==> src/rtl/fc_stream_tx.sv <==
// fc_stream_tx - serializing transmitter between FC layers.
//
// Captures a packed vector of N signed DW-bit words on an accepted load. It then
// streams the words one per cycle as sign-extended OW-bit operands, with an ena
// strobe and the matching weight-row address. An optional ReLU clamp is applied
// on the way out.
//
// Ports:
//   clk, reset      clock (rising edge), asynchronous active-high reset
//   load            capture request, accepted only while idle
//   din_vec         packed vector, word 0 in the MSBs
//   relu_en         clamp negative words to 0 (sampled with load)
//   stall           downstream hold; freezes the stream while high
//   dout            current operand (0 when idle)
//   ena             dout valid this cycle (busy & ~stall)
//   waddr           index of the current word (0 when idle)
//   last            high while word N-1 is presented
//   busy            frame in progress
//   done            one-cycle pulse after the final word is consumed
//   err             sticky overrun: load seen while busy
module fc_stream_tx #(
  parameter int N  = 120,
  parameter int DW = 16,
  parameter int OW = 18,
  parameter int AW = 7
) (
  input  logic                 clk,
  input  logic                 reset,
  input  logic                 load,
  input  logic [N*DW-1:0]      din_vec,
  input  logic                 relu_en,
  input  logic                 stall,
  output logic signed [OW-1:0] dout,
  output logic                 ena,
  output logic [AW-1:0]        waddr,
  output logic                 last,
  output logic                 busy,
  output logic                 done,
  output logic                 err
);

  typedef enum logic {IDLE, STREAM} state_t;

  state_t              state, state_nxt;
  logic [AW-1:0]       idx, idx_nxt;
  logic                done_nxt, err_nxt, cap, at_end;
  logic                relu_q;
  logic [DW-1:0]       word_q [N];
  logic signed [DW-1:0] cur;

  assign at_end = (idx == AW'(N-1));

  always_comb begin
    state_nxt = state;
    idx_nxt   = idx;
    done_nxt  = 1'b0;
    err_nxt   = err;
    cap       = 1'b0;
    case (state)
      IDLE: begin
        if (load) begin
          cap       = 1'b1;
          state_nxt = STREAM;
          idx_nxt   = '0;
          err_nxt   = 1'b0;
        end
      end
      STREAM: begin
        // A load during a frame is dropped, even on the last-word edge.
        if (load) err_nxt = 1'b1;
        if (!stall) begin
          if (at_end) begin
            state_nxt = IDLE;
            idx_nxt   = '0;
            done_nxt  = 1'b1;
          end else begin
            idx_nxt = idx + 1'b1;
          end
        end
      end
      default: state_nxt = IDLE;
    endcase
  end

  always_ff @(posedge clk or posedge reset) begin
    if (reset) begin
      state <= IDLE;
      idx   <= '0;
      done  <= 1'b0;
      err   <= 1'b0;
    end else begin
      state <= state_nxt;
      idx   <= idx_nxt;
      done  <= done_nxt;
      err   <= err_nxt;
    end
  end

  // The payload needs no reset: it is only observed while busy, and busy
  // implies that a capture has already happened.
  always_ff @(posedge clk) begin
    if (cap) begin
      for (int k = 0; k < N; k++)
        word_q[k] <= din_vec[N*DW-1-k*DW -: DW];
      relu_q <= relu_en;
    end
  end

  assign busy = (state == STREAM);
  assign cur  = word_q[idx];

  always_comb begin
    dout = '0;
    if (busy && !(relu_q && cur[DW-1]))
      dout = OW'(cur);
  end

  // ena follows stall combinationally, so a held word is never counted twice.
  assign ena   = busy & ~stall;
  assign waddr = busy ? idx : '0;
  assign last  = busy & at_end;

endmodule
==> config.mk <==
export PLATFORM = sky130hd
export DESIGN_NAME = fc_stream_tx
export DESIGN_NICKNAME = d
export VERILOG_FILES = /design/src/rtl/fc_stream_tx.sv
export SDC_FILE = /design/constraint.sdc
export NUM_CORES = 2
export LEC_CHECK = 0
export BUFFER_PORTS_ARGS = -buffer_cell sky130_fd_sc_hd__buf_2
export CORE_AREA = 2 2 757 759
export DETAILED_ROUTE_END_ITERATION = 10
export DIE_AREA = 0 0 759 761
export HOLD_SLACK_MARGIN = 0.12
export PLACE_DENSITY = 0.38
export SLEW_MARGIN = 20
export SYNTH_ARGS = -nofsm -noshare
export SYNTH_HDL_FRONTEND = slang
export SYNTH_SLANG_ARGS = --single-unit
==> constraint.sdc <==
create_clock -name clk -period 132.8 [get_ports clk]
set_input_delay 26.56 -clock clk [delete_from_list [all_inputs] [get_ports clk]]
set_output_delay 26.56 -clock clk [all_outputs]
set_load 0.02 [all_outputs]
==> results.cfg <==
[status]
outcome = finished, final reports clean

[clocking]
hold_buffers = 0
post-cts-setup-buffer-count = 0
root_buffer = clkbuf_16
tritoncts = yes
cts.htree.levels = 4
clock_sinks = 1931
post_cts_resized = 0
clk_path_buf_depth = 4
cts_buffers = 236
clk_latency_ps = 960
clkTransAtPathRegs_ps = 60

[logic_synthesis]
ys_warn_count = 0
synth_edf_count = 1921
synth_top_cell_area_share_pct = 78.07
syn_avg_cell_area_sq_um = 23.11
yosysTopAreaCell = edfxtp_1
synth_seq_cells = 1931
synthesis.area_sq_um = 73880
yosysSeqAreaShare_pct = 78.41
synth_cell_types = 47
synth_nets = 5123
synth-main-ff-cell = edfxtp_1
synthCells = 3197
yosys-top-cells-area = edfxtp_1 78%, mux4_2 15%, mux2i_1 1.1%, nand2_1 0.80%, buf_4 0.49%
synthArstFlopShare_pct = 0.5179

[layout]
final_cell_mix = 1954 x buf_2, 1921 x edfxtp_1, 504 x mux4_2, 238 x clkbuf_16, 157 x nand2_1
num-nets-final = 7247
finalNonFillerCells = 13270
areaGrowthSynthToFinish_pct = 37.13
mostFrequentLayoutCell = buf_2
drive_gt1_share_pct = 53.79
finalInstanceArea_sq_um = 101300

[global_route]
gr-usage-all-layers_pct = 12.71
grt_pass1_wl_mm = 483.9
grt_max_degree = 162
overflow = 0
grt_pass1_vias = 46720
antenna_found_initial = 439

[drt]
drtPass1Iterations = 8
wl_mm = 383.9
num_vias = 44620
ant_nets = 0
drtIter0Drc = 4207
avgRoutedWirePerCell_um = 28.93
drc = 0
vias_per_cell = 3.363

[placement]
hpwl_mm = 310.4
place_area_sq_um = 93250
dp.cells = 12640
port_buffers = 1954
gp_congestion = 0.8129

[timing]
finalHoldViolations = 0
maxClockFrequency_mhz = 18.55
grt_setup_unrepaired = no
setup_viol = 0
skew_ps = 98.69
max_slew_margin_pct = 14.35
period_share_pct = 40.59
fin_setup_tns_ps = 0
tightest_slew_ps = 1285
final_max_slew_viol_count = 0
min_period_ps = 53910

[die]
coreArea_sq_um = 570400
ios = 1955
rows = 278
start_util_pct = 12.95
die_x_um = 759
die_h_um = 761
die_area_sq_um = 577600

[hold_path]
hold_path.class = flip-flop to flip-flop

[power]
p_leak_nw = 33.84
vdd_drop_max_uv = 10.18
powerDensity_nw_per_um2 = 16.50

[worst_setup_path]
arrival_ps = 27350
cp-end-kind = output pin
start_kind = input pin
critical_path_class = input pin to output pin
critPathMaxFanout = 6
required_ps = 106240

[job]
maxCapViolations = 0
## kinds of logic after synthesis
logic type                 synth area share [%]
adders and majority gates               0.01693
muxes                                     16.66
xor gates and xnor gates                0.01186
and+or+nand+nor                           1.785
DFF                                       78.41
AOI/OAI and AO/OA                         1.722
buffers and inverters                     1.392
## where the power goes
part | switching (mW) | total [mW] | internal (mW)
registers | 0.00578 | 0.676 | 0.671
clock network | 0.274 | 0.643 | 0.370
logic | 0.223 | 0.352 | 0.129
## synthesized netlist by cell type (2+ instances only)
master and n:
o22ai_1 7, o211ai_1 3, nand2_1 158, a22oi_1 19, nand3_1 43, nand4_1 6, o41ai_1 2, and2_1 7
a31oi_1 26, nor2b_1 8, a32o_1 3, a32oi_1 20, nor2_1 32, a21oi_1 31, mux2i_1 81, buf_4 48
buf_2 48, o31ai_1 2, edfxtp_1 1921, dfrtp_1 10, nor3_1 15, buf_6 13, o221ai_1 14, or2_2 2
inv_2 2, a311oi_1 12, nand2b_1 5, a211oi_1 5, buf_1 11, o21ai_0 35, nor4b_2 3, and3_1 13
mux4_2 504, mux2_2 13, o21ai_1 3, inv_1 4, clkbuf_1 58
## routing by layer
metal | GRT usage, % | up-vias | share of wire (%)
li1 | - | 18200 | -
met1 | 16.43 | 22870 | 42
met2 | 20.70 | 2581 | 46
met3 | 4.440 | 796 | 9.2
met4 | 2.206 | 174 | 2.2
met5 | 0 | - | 0.29
## registers in the layout, summed over array words and instances, names as in the netlist
signal and cells:
err 1, relu_q 1, busy 1, word_q 1920, idx 7, done 1
## final cells by class
type | instances | area [sq um]
timing repair buffer | 2064 | 10720
inverter | 6 | 30.03
tap | 7560 | 9459
clock inverter | 154 | 1455
multi-input combinational | 1082 | 15090
antenna | 190 | 475.5
sequential | 1931 | 57960
clock buffer | 281 | 6127
fill | 61840 | 469100
## critical path, cell delays in order
cell      delay [ps]
buf_2            100
nand2b_1         200
inv_1            260
buf_2            220
## stage by stage
step / hold WS, ps / setup WS, ps / total power [mW] / util, %
CTS: 517.4 / 78880 / 1.710 / 17.68
floorplan: 583.8 / 12700 / 0.8559 / -
detailed placement: 497.2 / 78880 / 1.057 / 16.35
global placement: 494.2 / 78870 / 1.055 / 16.34
global route: 550.0 / 78830 / 1.736 / 17.70
finish: 515.0 / 78890 / 1.671 / 17.76
## worst paths after layout
check | startpoint | end | slack (ps) | cells after the start
max | stall | ena | 78890 | 4
min reg2reg | err | err | 520 | 1
max reg2reg | busy | word_q[62][0] | 125490 | 10
min | err | err | 520 | 1
max in group asynchronous | reset | idx[0] | 106390 | 2
min in group asynchronous | reset | idx[2] | 25830 | 2
Power figures use the tool's default switching activity.
